==> src/rtl/fetch_unit_if.sv <==
// Instruction-memory request/response channel between the fetch stage and imem.
interface fetch_unit_if;
  localparam int unsigned XLEN = 32;

  logic            imem_req;
  logic [XLEN-1:0] imem_addr;
  logic            imem_ack;
  logic [XLEN-1:0] imem_rdata;

  modport master (output imem_req, imem_addr, input imem_ack, imem_rdata);
  modport slave  (input imem_req, imem_addr, output imem_ack, imem_rdata);
endinterface

==> src/rtl/fetch_unit.sv <==
// Instruction-fetch stage: drives the PC register input, talks to a variable-latency
// imem, fills IF/ID with a one-entry hold buffer and drains fetches killed by redirects.
module fetch_unit #(
  parameter int unsigned TIMEOUT_CYCLES = 255
) (
  input  logic              clock,
  input  logic              reset,
  input  logic [31:0]       pc,
  output logic [31:0]       pc_next,
  fetch_unit_if.master      mem,
  input  logic              id_stall,
  input  logic              redirect_valid,
  input  logic [31:0]       redirect_target,
  output logic              if_id_valid,
  output logic [31:0]       if_id_instr,
  output logic [31:0]       if_id_pc,
  output logic [31:0]       if_id_pc_plus4,
  output logic              fetch_timeout
);
  localparam int unsigned XLEN  = 32;
  localparam int unsigned TMO_W = 16;

  localparam logic [1:0] ST_ISSUE = 2'd0;
  localparam logic [1:0] ST_WAIT  = 2'd1;
  localparam logic [1:0] ST_FULL  = 2'd2;
  localparam logic [1:0] ST_DRAIN = 2'd3;

  typedef struct packed {
    logic [XLEN-1:0] instr;
    logic [XLEN-1:0] pc;
    logic [XLEN-1:0] pc_plus4;
  } ifid_t;

  logic [1:0]       state, state_d;
  logic [XLEN-1:0]  req_addr;
  logic [XLEN-1:0]  fetch_pc;
  logic             fetch_ack;
  logic             can_load;
  ifid_t            fetch_word;
  ifid_t            hold;
  ifid_t            ifid;
  logic [TMO_W-1:0] tmo_cnt, tmo_cnt_d;
  logic             tmo_hit;

  assign can_load   = !if_id_valid || !id_stall;
  assign fetch_pc   = (state == ST_WAIT) ? req_addr : pc;
  assign fetch_word = {mem.imem_rdata, fetch_pc, fetch_pc + XLEN'(4)};

  assign if_id_instr    = ifid.instr;
  assign if_id_pc       = ifid.pc;
  assign if_id_pc_plus4 = ifid.pc_plus4;

  // State register
  always_ff @(posedge clock) begin
    if (reset) state <= ST_ISSUE;
    else       state <= state_d;
  end

  // Next state, memory request and PC steering
  always_comb begin
    state_d       = state;
    pc_next       = pc;
    mem.imem_req  = 1'b0;
    mem.imem_addr = pc;
    fetch_ack     = 1'b0;
    case (state)
      ST_ISSUE, ST_WAIT: begin
        mem.imem_req  = 1'b1;
        mem.imem_addr = fetch_pc;
        if (mem.imem_ack) begin
          fetch_ack = 1'b1;
          pc_next   = pc + XLEN'(4);
          state_d   = can_load ? ST_ISSUE : ST_FULL;
        end else begin
          state_d   = ST_WAIT;
        end
      end
      ST_FULL:  if (!id_stall)     state_d = ST_ISSUE;
      ST_DRAIN: if (mem.imem_ack)  state_d = ST_ISSUE;
    endcase
    // A taken branch kills whatever this cycle would have delivered
    if (redirect_valid) begin
      pc_next   = redirect_target & 32'hFFFF_FFFC;
      fetch_ack = 1'b0;
      case (state)
        ST_FULL: state_d = ST_ISSUE;
        default: state_d = mem.imem_ack ? ST_ISSUE : ST_DRAIN;
      endcase
    end
    if (reset) begin
      mem.imem_req = 1'b0;
      pc_next      = pc;
    end
  end

  // Timeout counter: counts unanswered WAIT/DRAIN cycles, saturating
  always_comb begin
    tmo_cnt_d = tmo_cnt;
    if (mem.imem_ack || state_d == ST_ISSUE)
      tmo_cnt_d = '0;
    else if ((state == ST_WAIT || state == ST_DRAIN) && tmo_cnt != '1)
      tmo_cnt_d = tmo_cnt + TMO_W'(1);
  end
  assign tmo_hit = (TIMEOUT_CYCLES != 0) && (tmo_cnt_d == TMO_W'(TIMEOUT_CYCLES));

  // IF/ID register, hold buffer and timeout flag
  always_ff @(posedge clock) begin
    if (reset) begin
      req_addr      <= '0;
      hold          <= '0;
      ifid          <= '0;
      if_id_valid   <= 1'b0;
      tmo_cnt       <= '0;
      fetch_timeout <= 1'b0;
    end else begin
      if (state == ST_ISSUE) req_addr <= pc;

      if (redirect_valid) begin
        if_id_valid <= 1'b0;
      end else if (fetch_ack && can_load) begin
        ifid        <= fetch_word;
        if_id_valid <= 1'b1;
      end else if (state == ST_FULL && !id_stall) begin
        ifid        <= hold;
        if_id_valid <= 1'b1;
      end else if (!id_stall) begin
        if_id_valid <= 1'b0;
      end

      if (redirect_valid)             hold <= '0;
      else if (fetch_ack && !can_load) hold <= fetch_word;

      tmo_cnt <= tmo_cnt_d;
      if (tmo_hit) fetch_timeout <= 1'b1;
    end
  end
endmodule

==> src/flat_wrapper.sv <==
// flat-port wrapper written by rule: the top's interface ports become plain ports
module fetch_unit_flat 
#(
  parameter int unsigned TIMEOUT_CYCLES = 255
)
  (clock, reset, pc, pc_next, id_stall, redirect_valid, redirect_target, if_id_valid, if_id_instr, if_id_pc, if_id_pc_plus4, fetch_timeout, mem_imem_req, mem_imem_addr, mem_imem_ack, mem_imem_rdata);
  fetch_unit_if mem_i ();
  input  logic clock;
  input  logic reset;
  input  logic [31:0] pc;
  output logic [31:0] pc_next;
  input  logic id_stall;
  input  logic redirect_valid;
  input  logic [31:0] redirect_target;
  output logic if_id_valid;
  output logic [31:0] if_id_instr;
  output logic [31:0] if_id_pc;
  output logic [31:0] if_id_pc_plus4;
  output logic fetch_timeout;
  output wire logic [$bits(mem_i.imem_req)-1:0] mem_imem_req;
  output wire logic [$bits(mem_i.imem_addr)-1:0] mem_imem_addr;
  input wire logic [$bits(mem_i.imem_ack)-1:0] mem_imem_ack;
  input wire logic [$bits(mem_i.imem_rdata)-1:0] mem_imem_rdata;
  assign mem_imem_req = mem_i.imem_req;
  assign mem_imem_addr = mem_i.imem_addr;
  assign mem_i.imem_ack = mem_imem_ack;
  assign mem_i.imem_rdata = mem_imem_rdata;
  fetch_unit #(.TIMEOUT_CYCLES(TIMEOUT_CYCLES)) u_core (.clock(clock), .reset(reset), .pc(pc), .pc_next(pc_next), .mem(mem_i), .id_stall(id_stall), .redirect_valid(redirect_valid), .redirect_target(redirect_target), .if_id_valid(if_id_valid), .if_id_instr(if_id_instr), .if_id_pc(if_id_pc), .if_id_pc_plus4(if_id_pc_plus4), .fetch_timeout(fetch_timeout));
endmodule
==> config.mk <==
export PLATFORM = sky130hd
export DESIGN_NAME = fetch_unit_flat
export DESIGN_NICKNAME = d
export VERILOG_FILES = /design/src/rtl/fetch_unit_if.sv /design/src/rtl/fetch_unit.sv /design/src/flat_wrapper.sv
export SDC_FILE = /design/constraint.sdc
export NUM_CORES = 1
export LEC_CHECK = 0
export ABC_CLOCK_PERIOD_IN_PS = 3600
export BUFFER_PORTS_ARGS = -buffer_cell sky130_fd_sc_hd__buf_2
export CORE_UTILIZATION = 39
export CTS_CLUSTER_DIAMETER = 120
export DETAILED_ROUTE_END_ITERATION = 7
export SYNTH_ARGS = -nofsm -noshare
export SYNTH_HDL_FRONTEND = slang
export SYNTH_SLANG_ARGS = --single-unit
export TNS_END_PERCENT = 100
==> constraint.sdc <==
create_clock -name clock -period 3.6 [get_ports clock]
set_input_delay 0.36 -clock clock [delete_from_list [all_inputs] [get_ports clock]]
set_output_delay 0.36 -clock clock [all_outputs]
set_load 0.05 [all_outputs]
==> results of run 1 <==
-- flip-flops by register name, indices dropped and copies added (netlist names) --
signal / count
u_core.if_id_pc: 30
u_core.fetch_timeout: 1
u_core.if_id_pc_plus4: 32
u_core.if_id_valid: 1
u_core.req_addr: 32
u_core.state: 2
u_core.hold: 94
u_core.if_id_instr: 32
u_core.tmo_cnt: 16
-- per-stage QoR --
step / utilization / area [µm²] / total power (µW)
finish: 0.4775 / 14190 / 6585
global route: 0.4775 / 14190 / 6822
CTS: 0.4769 / 14170 / 6652
detailed placement: 0.4499 / 13370 / 4083
global placement: 0.4499 / 13370 / 4074
floorplan: - / 11810 / 3715
-- cell families (layout without fill, tap and decap cells) --
family                   Yosys count  after routing
AO/OA/AOI/OAI                    399            399
XOR/XNOR                          38             38
adder cells (fa/ha/maj)            3              3
buffers and inverters            165            373
flip-flops                       240            240
multiplexers                      53             53
AND/OR/NAND/NOR                  655            655
-- worst reg2reg max path, stage by stage (launching register included) --
cell and delay (ns):
dfxtp_1 0.50, nand2b_4 0.40, buf_4 0.40, mux2i_1 0.30, nand2_1 0.21, or3_4 0.46
and4b_1 0.32, mux2_1 0.34, a21oi_1 0.12
-- report_power, final --
group | total [µW] | switching (µW) | leakage, µW | internal, µW
registers | 2780 | 47.1 | 0.00195 | 2740
clock network | 2560 | 1060 | 0.000395 | 1500
logic | 1240 | 931 | 0.00327 | 310
total | 6580 | 2040 | 0.00562 | 4550
-- what timing repair did --
item / in CTS / in global routing
hold buffers: 0 / 0
endpoints found under the setup margin: 0 / 6
resized for setup: 0 / 3
buffers inserted: 0 / 0
-- per-layer routing --
| layer | routed length (µm) | vias up |
|---|---|---|
| met5 | 0 | - |
| met4 | 820 | 0 |
| met3 | 2601 | 49 |
| met2 | 15920 | 404 |
| met1 | 17630 | 5287 |
| li1 | - | 5789 |
-- final cells by class --
class | instances | share of cell area
clock buffers | 41 | 0.05626
clock inverters | 1 | 0.0003527
inverters | 40 | 0.01058
well taps | 390 | 0.03439
repair buffers | 291 | 0.1099
multi-input cells | 1148 | 0.4499
flip-flops and latches | 240 | 0.3386
-- cell usage in the layout (no fill, tap or decap), types with 6 or more instances in the layout --
cell type  netlist  final
buf_2            8    260
clkbuf_1        96      7
a311oi_1        40     40
dfxtp_1        240    240
a211oi_1        41     41
buf_4            6     29
nand3_1         43     42
o211ai_1        34     34
clkbuf_16        0     27
xnor2_1         31     31
a2bb2oi_1        6      6
nor2_1         141    139
nor3_1          18     16
and3_1           7      7
or3_1            8      8
o21ai_0         61     61
xor2_1           7      7
clkbuf_8         0      7
inv_1           38     38
a21oi_1        166    165
nand4_1         20     20
a32oi_1          6      6
nand2_1        372    370
o22a_1           9      9
mux2i_1         42     42
-- worst min-delay path by stage --
stage / cells past startpoint / to / slack (ns)
6_report: 2 / u_core.state[0]$_SDFF_PP0_ / 0.07
3_5_place_dp: 2 / u_core.if_id_pc[6]$_SDFFE_PP0P_ / 0.44
4_1_cts: 2 / u_core.state[0]$_SDFF_PP0_ / 0.05
2_1_floorplan: 2 / u_core.req_addr[0]$_SDFFE_PP0P_ / 0.44
5_1_grt: 3 / u_core.hold[83]$_SDFFE_PP0P_ / 0.08
3_3_place_gp: 2 / u_core.if_id_pc[11]$_SDFFE_PP0P_ / 0.44
==> summary.txt, run 1 <==
Synth area leaders -> dfxtp_1 (41%), nand2_1 (12%), a21oi_1 (7.0%)
crit path kind -> flop to output port
CP max stage delay -> 0.47 ns
met2 GRT Util -> 0.3576
launch point of the worst reg-to-reg path -> u_core.state[1]$_SDFF_PP0_
number of placed I/O pins -> 264
met3 usage -> 0.03424
R2R depth -> 8
Least-Margin Pin Slew -> 0.9702 ns
post-synthesis mux area share -> 0.04862
syn_nets -> 1657
critical path depth -> 7
CTS tree -> yes
Mapped Area -> 11810 µm²
pre-CTS WS -> 0.4679 ns
clk buf depth -> 3
vias per std cell -> 5.360
largest area contributor in the netlist -> dfxtp_1
Critical Path Start Type -> flop
Area growth, synth to finish -> 20.13%
GRT overflow -> 0
clk_lat worst skew -> 0.53 ns
Most Crowded Layer GR -> met2
gr usage total -> 0.2318
share of layout cells above drive strength 1 -> 0.2078
worst reg-to-reg setup slack -> 0.48 ns
Setup-failing EPs final -> 0
count leader, synth -> nand2_1
Iter 0 DRT Violations -> 745
Synth Area in XOR/XNOR -> 0.02818
CTS sink count -> 240
Syn Inst Count -> 1553
worst setup margin -> 0.1989 ns
synth cell count leaders -> nand2_1 (372), dfxtp_1 (240), a21oi_1 (166), nor2_1 (141), clkbuf_1 (96)
initial antenna violation count -> 0
fill cell count -> 3036
clk_skew -> 0.01981 ns
Rel. slew slack -> 0.3532
first-pass GRT wire length -> 57650 µm
unrepaired setup endpoints after global routing -> false
Fin. Hold Viols -> 0
Multi-input gate area -> 6384 µm²
worst hold margin -> 0.07293 ns
Power Density -> 464.1 nW/µm²
non-filler instance count after layout -> 2151
most used flip-flop cell after synthesis -> dfxtp_1
Post-route DRC -> 0
vias in the first global route -> 10.43k
FMAX -> 294.0 MHz
syn_area_per_cell -> 7.605 µm²
crit path from -> u_core.state[1]$_SDFF_PP0_
Critical-path top delay cell -> or4_1
die footprint -> 30980 µm²
Tightest Hold Check Type -> primary input to flop
largest net degree at the start of global routing -> 128
hpwl dp -> 25650 µm
Seq/Total Area, Yosys -> 0.4068
H-tree levels -> 1
Tcrit/Tclk final -> 0.9447
fraction of registers with async set/reset -> 0
number of synthesized flops with an enable pin -> 0
Reg area -> 4805 µm²
RePlAce Congestion -> 0.8502
Yosys warnings -> 0
CP endpoint kind -> output port
core footprint -> 29720 µm²
DIE WIDTH -> 176.0 µm
Largest delay share family, worst path -> simple AND/OR/NAND/NOR gates
CP endpoint -> pc_next[30]
hold_sp -> mem_imem_ack
Cell variety after synth -> 75
Detailed Route WL -> 36980 µm
antenna cells -> 0
crit path DAT -> 3.04 ns
Yosys reg bits -> 240
CTS Root Cell -> clkbuf_16
worst reg2reg endpoint -> u_core.if_id_pc_plus4[26]$_SDFFE_PP0P_
LEAKAGE -> 0.005615 µW
Initial Util -> 0.3975
Vias -> 11.53k
CTS buffer count -> 27
PortBufs -> 261
final worst path period need -> 3.401 ns
main combinational cell family by area after synthesis -> simple AND/OR/NAND/NOR gates
Avg WL per Cell -> 17.19 µm
Synth Area in Compound Gates -> 0.2131
Die Y -> 176.0 µm
setup tns final -> 0 ns
Cells after DPL -> 2109
Crit Path Max Fanout -> 9
Routed Antenna Nets -> 0
nets@finish -> 1852
Max-cap violations -> 0
worst path bufs/invs -> 1
clock-pin slew on the worst setup and hold paths -> 0.06 ns
maximum VDD drop -> 0.3235 mV
post-synthesis simple-gate area fraction -> 0.2423
Final Slew Violations -> 0
met1 Track Usage GR -> 0.3349
Adder-Cell Fraction of Synth Area -> 0.003178
Required @ worst endpoint -> 3.24 ns
status -> finished clean
top-area cell type share of the netlist area -> 0.4068
worst-path cell chain -> nand3b_1 -> nor3_4 -> nand4_1 -> or2_2 -> or4_1 -> nand3_1 -> buf_2
DR pass1 iterations -> 5
row cnt -> 63
Power figures use the tool's default switching activity.
==> run 2, diff against run 1 <==
--- a/config.mk
+++ b/config.mk
@@ -7,9 +7,12 @@
 export LEC_CHECK = 0
 export ABC_CLOCK_PERIOD_IN_PS = 3600
 export BUFFER_PORTS_ARGS = -buffer_cell sky130_fd_sc_hd__buf_2
+export CELL_PAD_IN_SITES_DETAIL_PLACEMENT = 1
+export CELL_PAD_IN_SITES_GLOBAL_PLACEMENT = 1
 export CORE_UTILIZATION = 39
 export CTS_CLUSTER_DIAMETER = 120
 export DETAILED_ROUTE_END_ITERATION = 7
+export PLACE_DENSITY_LB_ADDON = 0.1
 export SYNTH_ARGS = -nofsm -noshare
 export SYNTH_HDL_FRONTEND = slang
 export SYNTH_SLANG_ARGS = --single-unit
==> run 2 against run 1 <==
Non-clock buffer count is 9 higher. Hold slack worse by 0.029 ns. Critical path depth stayed put. Critical endpoint unchanged. Worst setup slack better by 0.0073 ns. First-iteration DRC count is 11% lower. Sequential power hardly changed. Fmax is 0.21% higher. Largest cell class unchanged.
==> summary.txt, run 2 (synthesis gave the netlist of run 1 again) <==
initial antenna violation count -> 0 (unchanged)
gr usage total -> 0.2542 (was 0.2318)
clk buf depth -> 3 (unchanged)
number of flip-flops in the largest register -> 94 (unchanged)
number of placed I/O pins -> 264 (unchanged)
hpwl dp -> 27870 µm (was 25650 µm)
P_sw -> 2156 µW (was 2038 µW)
FMAX -> 294.7 MHz (was 294.0 MHz)
Clock Power Share -> 0.400 (was 0.389)
GRT overflow -> 0 (unchanged)
Critical Path Start Type -> flop (unchanged)
Tcrit/Tclk final -> 0.9427 (was 0.9447)
first-pass GRT wire length -> 63160 µm (was 57650 µm)
Iter 0 DRT Violations -> 662 (was 745)
clock-pin slew on the worst setup and hold paths -> 0.06 ns (about the same)
Fin. Hold Viols -> 0 (unchanged)
H-tree levels -> 1 (unchanged)
row cnt -> 63 (unchanged)
DRT met1 WL -> 19640 µm (was 17630 µm)
Detailed Route WL -> 40400 µm (was 36980 µm)
Power Density -> 470.4 nW/µm² (was 464.1 nW/µm²)
DIE WIDTH -> 176.0 µm (unchanged)
Post-CTS Repair Setup Buffers -> 0 (unchanged)
Die Y -> 176.0 µm (unchanged)
maximum VDD drop -> 0.3290 mV (was 0.3235 mV)
worst-path cell chain -> nand3b_1 -> nor3_4 -> nand4_1 -> or2_2 -> or4_1 -> nand3_1 -> buf_2 (unchanged)
vias per std cell -> 5.489 (was 5.360)
CP endpoint kind -> output port (unchanged)
Multi-input gate area -> 6379 µm² (was 6384 µm²)
Met3 Wirelength -> 2085 µm (was 2601 µm)
fill cell count -> 3777 (was 3036)
Rel. slew slack -> 0.3834 (was 0.3532)
DR pass1 iterations -> 5 (unchanged)
Critical-path top delay cell -> or4_1 (unchanged)
die footprint -> 30980 µm² (unchanged)
Final Slew Violations -> 0 (unchanged)
unrepaired setup endpoints after global routing -> false (unchanged)
Required @ worst endpoint -> 3.24 ns (about the same)
Routed Antenna Nets -> 0 (unchanged)
internal power -> 4605 µW (was 4547 µW)
setup tns final -> 0 ns (unchanged)
Area growth, synth to finish -> 21.68% (was 20.13%)
nets@finish -> 1862 (was 1852)
most frequent cells in the layout -> nand2_1 (370), buf_2 (260), dfxtp_1 (240) (unchanged)
Core Util, Final -> 0.4836 (was 0.4775)
post-layout total power -> 6761 µW (was 6585 µW)
core footprint -> 29720 µm² (unchanged)
Reg area -> 4805 µm² (unchanged)
CTS Root Cell -> clkbuf_16 (unchanged)
largest net degree at the start of global routing -> 168 (was 128)
CTS buffer count -> 28 (was 27)
CP max stage delay -> 0.47 ns (about the same)
part of the power in registers -> 0.412 (was 0.423)
Max-cap violations -> 0 (unchanged)
commonest non-fill, non-tap cell in the layout -> nand2_1 (unchanged)
Avg WL per Cell -> 18.63 µm (was 17.19 µm)
crit path DAT -> 3.03 ns (was 3.04 ns)
CTS sink count -> 240 (unchanged)
CTS tree -> yes (unchanged)
met2 wire length -> 17780 µm (was 15920 µm)
Setup-failing EPs final -> 0 (unchanged)
vias in the first global route -> 11.45k (was 10.43k)
Least-Margin Pin Slew -> 0.9249 ns (was 0.9702 ns)
Initial Util -> 0.3975 (unchanged)
Post-route DRC -> 0 (unchanged)
crit path kind -> flop to output port (unchanged)
top sig layer -> met4 (unchanged)
Tightest Hold Check Type -> primary input to flop (unchanged)
Vias -> 11.90k (was 11.53k)
Biggest register -> u_core.hold (unchanged)
clk_lat worst skew -> 0.56 ns (was 0.53 ns)
combinational share of power -> 0.188 (about the same)
Crit Path Max Fanout -> 9 (unchanged)
RePlAce Congestion -> 0.8107 (was 0.8502)
final worst path period need -> 3.394 ns (was 3.401 ns)
share of layout cells above drive strength 1 -> 0.2160 (was 0.2078)
clk_skew -> 0.03303 ns (was 0.01981 ns)
LEAKAGE -> 0.005714 µW (was 0.005615 µW)
status -> finished clean (unchanged)
PortBufs -> 261 (unchanged)
Sw Ratio -> 0.3189 (was 0.3095)
antenna cells -> 0 (unchanged)
## run 2: cell types whose count changed in the layout (fill, tap and decap cells not counted), sizes merged
| cell | previous run | this run |
|---|---|---|
| buf | 291 | 300 |
| clkinv | 2 | 11 |
| clkbuf | 41 | 39 |
| clkinvlp | 0 | 1 |
## run 2: timing repair
action,in CTS,in global routing
setup endpoints to repair,0,7
gates resized for setup,0,2
hold buffers,0,0
## run 2: through the flow
step	instances	hold WS (ns)	worst slack, ns	area (µm²)
6_report	2168	0.04358	0.2062	14370
5_1_grt	2168	0.03512	0.01480	14370
4_1_cts	2168	0.03028	0.07783	14360
3_5_place_dp	2118	0.4459	0.4538	13490
3_3_place_gp	2118	0.4356	0.4900	13490
2_1_floorplan	1553	0.4357	0.4659	11810
## run 2: per-layer routing
metal,vias up,track usage
li1,5811,-
met1,5761,0.3630
met2,277,0.3986
met3,52,0.03898
met4,0,0.06087
met5,-,0
## run 2: critical path, delay by kind of cell (launching register included)
family                 cells  cell delay, ns
and+or+nand+nor            6            1.83
DFF                        1            0.40
buffers and inverters      1            0.27
## run 2: final cells by class
type                       count  area share
inverter                      40     0.01045
timing repair buffer         300      0.1169
multi-input combinational   1148      0.4438
clock buffer                  39     0.05580
sequential                   240      0.3343
tap                          390     0.03395
clock inverter                11    0.004788
## run 2: power by group through the flow
stage               logic, µW  clock network (µW)  registers [µW]
floorplan                 709                   0            3010
global placement         1250                   0            2840
detailed placement       1270                   0            2850
CTS                      1270                2750            2790
global route             1360                2870            2800
finish                   1270                2700            2790
## run 2: worst paths after layout
kind                                            end                            start  slack [ns]  cells after the start
max                                     pc_next[30]       u_core.state[1]$_SDFF_PP0_        0.21                      7
min                    u_core.hold[80]$_SDFFE_PP0P_               mem_imem_rdata[16]        0.04                      3
max reg2reg  u_core.if_id_pc_plus4[22]$_SDFFE_PP0P_       u_core.state[1]$_SDFF_PP0_        0.54                      8
min reg2reg         u_core.if_id_pc[4]$_SDFFE_PP0P_  u_core.if_id_pc[4]$_SDFFE_PP0P_        0.45                      2
==> run 3, diff against run 2 <==
--- a/config.mk
+++ b/config.mk
@@ -5,11 +5,12 @@
 export SDC_FILE = /design/constraint.sdc
 export NUM_CORES = 1
 export LEC_CHECK = 0
+export ABC_AREA = 1
 export ABC_CLOCK_PERIOD_IN_PS = 3600
 export BUFFER_PORTS_ARGS = -buffer_cell sky130_fd_sc_hd__buf_2
 export CELL_PAD_IN_SITES_DETAIL_PLACEMENT = 1
 export CELL_PAD_IN_SITES_GLOBAL_PLACEMENT = 1
-export CORE_UTILIZATION = 39
+export CORE_UTILIZATION = 38
 export CTS_CLUSTER_DIAMETER = 120
 export DETAILED_ROUTE_END_ITERATION = 7
 export PLACE_DENSITY_LB_ADDON = 0.1
==> run 3 against run 2 <==
Fmax down 1.1%. Global-route usage up 1.6 points. Largest power group is now the clock network. Clock power up 8.9%. Worst setup slack worse by 0.039 ns. Sequential power about the same. Utilization down 1.9 points. Non-clock buffer count down 19. Clock-buffer cell count up 1. Synthesized cell count up 17%. Critical path type unchanged. Design area up 2.0%. Critical endpoint is now mem_imem_addr[0]. Critical path depth down 1.
==> summary.txt, run 3 <==
combinational share of power -> 0.190 (was 0.188)
syn_area_per_cell -> 6.709 µm² (was 7.605 µm²)
CTS tree -> yes (unchanged)
Yosys warnings -> 0 (unchanged)
hpwl dp -> 31580 µm (was 27870 µm)
clock-pin slew on the worst setup and hold paths -> 0.06 ns (about the same)
top-area cell type share of the netlist area -> 0.3943 (was 0.4068)
Largest delay share family, worst path -> buffers and inverters (was simple AND/OR/NAND/NOR gates)
fraction of registers with async set/reset -> 0 (unchanged)
crit path from -> u_core.state[1]$_SDFF_PP0_ (unchanged)
worst-path cell chain -> inv_4 -> nand2_4 -> buf_4 -> nor2_1 -> a21oi_1 -> buf_2 (was nand3b_1 -> nor3_4 -> nand4_1 -> or2_2 -> or4_1 -> nand3_1 -> buf_2)
CTS buffer count -> 28 (unchanged)
Reg area -> 4805 µm² (unchanged)
vias in the first global route -> 13.14k (was 11.45k)
Rel. slew slack -> 0.3142 (was 0.3834)
clk_lat worst skew -> 0.54 ns (was 0.56 ns)
count leader, synth -> nand2_1 (unchanged)
placed cell area -> 13680 µm² (was 13490 µm²)
H-tree levels -> 1 (unchanged)
commonest non-fill, non-tap cell in the layout -> nand2_1 (unchanged)
Critical Path Start Type -> flop (unchanged)
fill cell count -> 4201 (was 3777)
Initial Util -> 0.3861 (was 0.3975)
DIE WIDTH -> 181.1 µm (was 176.0 µm)
first-pass GRT wire length -> 70990 µm (was 63160 µm)
clk_skew -> 0.01244 ns (was 0.03303 ns)
Fin. Hold Viols -> 0 (unchanged)
Avg WL per Cell -> 18.41 µm (was 18.63 µm)
Syn Inst Count -> 1816 (was 1553)
Multi-input gate area -> 6374 µm² (was 6379 µm²)
pre-CTS WS -> 0.5330 ns (was 0.4538 ns)
Routed Antenna Nets -> 0 (unchanged)
PortBufs -> 261 (unchanged)
number of synthesized flops with an enable pin -> 0 (unchanged)
post-synthesis mux area share -> 0 (was 0.04862)
share of layout cells above drive strength 1 -> 0.1910 (was 0.2160)
Tcrit/Tclk final -> 0.9534 (was 0.9427)
Critical-path top delay cell -> dfxtp_1 (was or4_1)
CP endpoint kind -> output port (unchanged)
largest net degree at the start of global routing -> 108 (was 168)
main combinational cell family by area after synthesis -> simple AND/OR/NAND/NOR gates (unchanged)
setup tns final -> 0 ns (unchanged)
Post-route DRC -> 0 (unchanged)
worst setup margin -> 0.1677 ns (was 0.2062 ns)
most used flip-flop cell after synthesis -> dfxtp_1 (unchanged)
GRT overflow -> 0 (unchanged)
CP max stage delay -> 0.65 ns (was 0.47 ns)
fin area -> 14660 µm² (was 14370 µm²)
unrepaired setup endpoints after global routing -> false (unchanged)
number of placed I/O pins -> 264 (unchanged)
vias per std cell -> 5.317 (was 5.489)
Core Util, Final -> 0.4646 (was 0.4836)
crit path DAT -> 3.07 ns (was 3.03 ns)
Least-Margin Pin Slew -> 1.027 ns (was 0.9249 ns)
largest area contributor in the netlist -> dfxtp_1 (unchanged)
Yosys reg bits -> 240 (unchanged)
worst path bufs/invs -> 3 (was 1)
post-synthesis simple-gate area fraction -> 0.2904 (was 0.2423)
Seq/Total Area, Yosys -> 0.3943 (was 0.4068)
syn_nets -> 1920 (was 1657)
part of the power in registers -> 0.396 (was 0.412)
DR pass1 iterations -> 4 (was 5)
Final Slew Violations -> 0 (unchanged)
Required @ worst endpoint -> 3.24 ns (about the same)
final worst path period need -> 3.432 ns (was 3.394 ns)
Iter 0 DRT Violations -> 696 (was 662)
CTS sink count -> 240 (unchanged)
internal power -> 4817 µW (was 4605 µW)
launch point of the worst reg-to-reg path -> u_core.state[1]$_SDFF_PP0_ (unchanged)
non-filler instance count after layout -> 2433 (was 2168)
antenna cells -> 0 (unchanged)
Synth area leaders -> dfxtp_1 (39%), nand2_1 (14%), o21ai_0 (7.6%) (was dfxtp_1 (41%), nand2_1 (12%), a21oi_1 (7.0%))
row cnt -> 65 (was 63)
FMAX -> 291.4 MHz (was 294.7 MHz)
Cell variety after synth -> 38 (was 75)
Power Density -> 483.7 nW/µm² (was 470.4 nW/µm²)
Crit Path Max Fanout -> 35 (was 9)
core footprint -> 31560 µm² (was 29720 µm²)
CTS Root Cell -> clkbuf_16 (unchanged)
Synth Area in Compound Gates -> 0.1975 (was 0.2131)
Synth Area in XOR/XNOR -> 0.02875 (was 0.02818)
Biggest register -> u_core.hold (unchanged)
Adder-Cell Fraction of Synth Area -> 0.003081 (was 0.003178)
LEAKAGE -> 0.006387 µW (was 0.005714 µW)
die footprint -> 32780 µm² (was 30980 µm²)
maximum VDD drop -> 0.3181 mV (was 0.3290 mV)
Max-cap violations -> 0 (unchanged)
P_sw -> 2273 µW (was 2156 µW)
initial antenna violation count -> 2 (was 0)
clk buf depth -> 3 (unchanged)
Tightest Hold Check Type -> primary input to flop (unchanged)
Setup-failing EPs final -> 0 (unchanged)
Cells after DPL -> 2382 (was 2118)
Mapped Area -> 12180 µm² (was 11810 µm²)
Vias -> 12.94k (was 11.90k)
Area growth, synth to finish -> 20.32% (was 21.68%)
Die Y -> 181.1 µm (was 176.0 µm)
Detailed Route WL -> 44790 µm (was 40400 µm)
most frequent cells in the layout -> nand2_1 (463), buf_2 (261), dfxtp_1 (240) (was nand2_1 (370), buf_2 (260), dfxtp_1 (240))
crit path kind -> flop to output port (unchanged)
nets@finish -> 2114 (was 1862)
gr usage total -> 0.2699 (was 0.2542)
status -> finished clean (unchanged)
hold_sp -> mem_imem_ack (was mem_imem_rdata[16])
number of flip-flops in the largest register -> 94 (unchanged)
RePlAce Congestion -> 0.9150 (was 0.8107)
Clock Power Share -> 0.414 (was 0.400)
Sw Ratio -> 0.3206 (was 0.3189)
synth cell count leaders -> nand2_1 (463), dfxtp_1 (240), nor2_1 (218), o21ai_0 (186), inv_1 (127) (was nand2_1 (372), dfxtp_1 (240), a21oi_1 (166), nor2_1 (141), clkbuf_1 (96))
run 3: worst paths after layout:
check                           slack [ns]  cells past startpoint                                     end
worst max-delay path                  0.17                      6                        mem_imem_addr[0]
worst min-delay path                  0.05                      2              u_core.state[0]$_SDFF_PP0_
worst max register to register        0.50                     14  u_core.if_id_pc_plus4[28]$_SDFFE_PP0P_
worst min register to register        0.45                      2       u_core.fetch_timeout$_SDFFE_PP0N_
run 3: power groups by stage:
stage	registers [µW]	clock network (µW)	logic, µW
2_1_floorplan	3050	0	743
3_3_place_gp	2860	0	1330
3_5_place_dp	2860	0	1340
4_1_cts	2810	3000	1350
5_1_grt	2810	3110	1440
6_report	2810	2940	1350
run 3: kinds of logic (layout without fill, tap and decap cells):
family	after synthesis	after routing
simple gates	854	854
compound gates	424	424
buf+inv	255	470
flops	240	240
xor+xnor	40	40
fa+ha+maj	3	3
run 3: final cells by class:
class / count / share of cell area
Clock buffer: 40 / 0.05769
Clock inverter: 11 / 0.008449
Inverter: 138 / 0.03602
Timing Repair Buffer: 281 / 0.1010
Tap cell: 402 / 0.03431
Multi-Input combinational cell: 1321 / 0.4348
Sequential cell: 240 / 0.3277
run 3: per-stage QoR:
step	hold WS, ns	power, µW
after global routing	0.02311	7361
after floorplan	0.4376	3792
after detailed placement	0.4423	4205
final	0.04534	7091
after global placement	0.4370	4190
after CTS	0.01656	7150
run 3: what timing repair did:
item,CTS,global route
hold buffers,0,0
setup endpoints to repair,0,1
gates resized for setup,0,1
setup buffers,0,0
run 3: layer usage:
metal,track usage,wire length (µm),up-vias
met1,0.3642,21330,6141
met2,0.4456,20020,327
li1,-,-,6382
met5,0,13,-
met4,0.08814,1359,2
met3,0.03427,2066,84
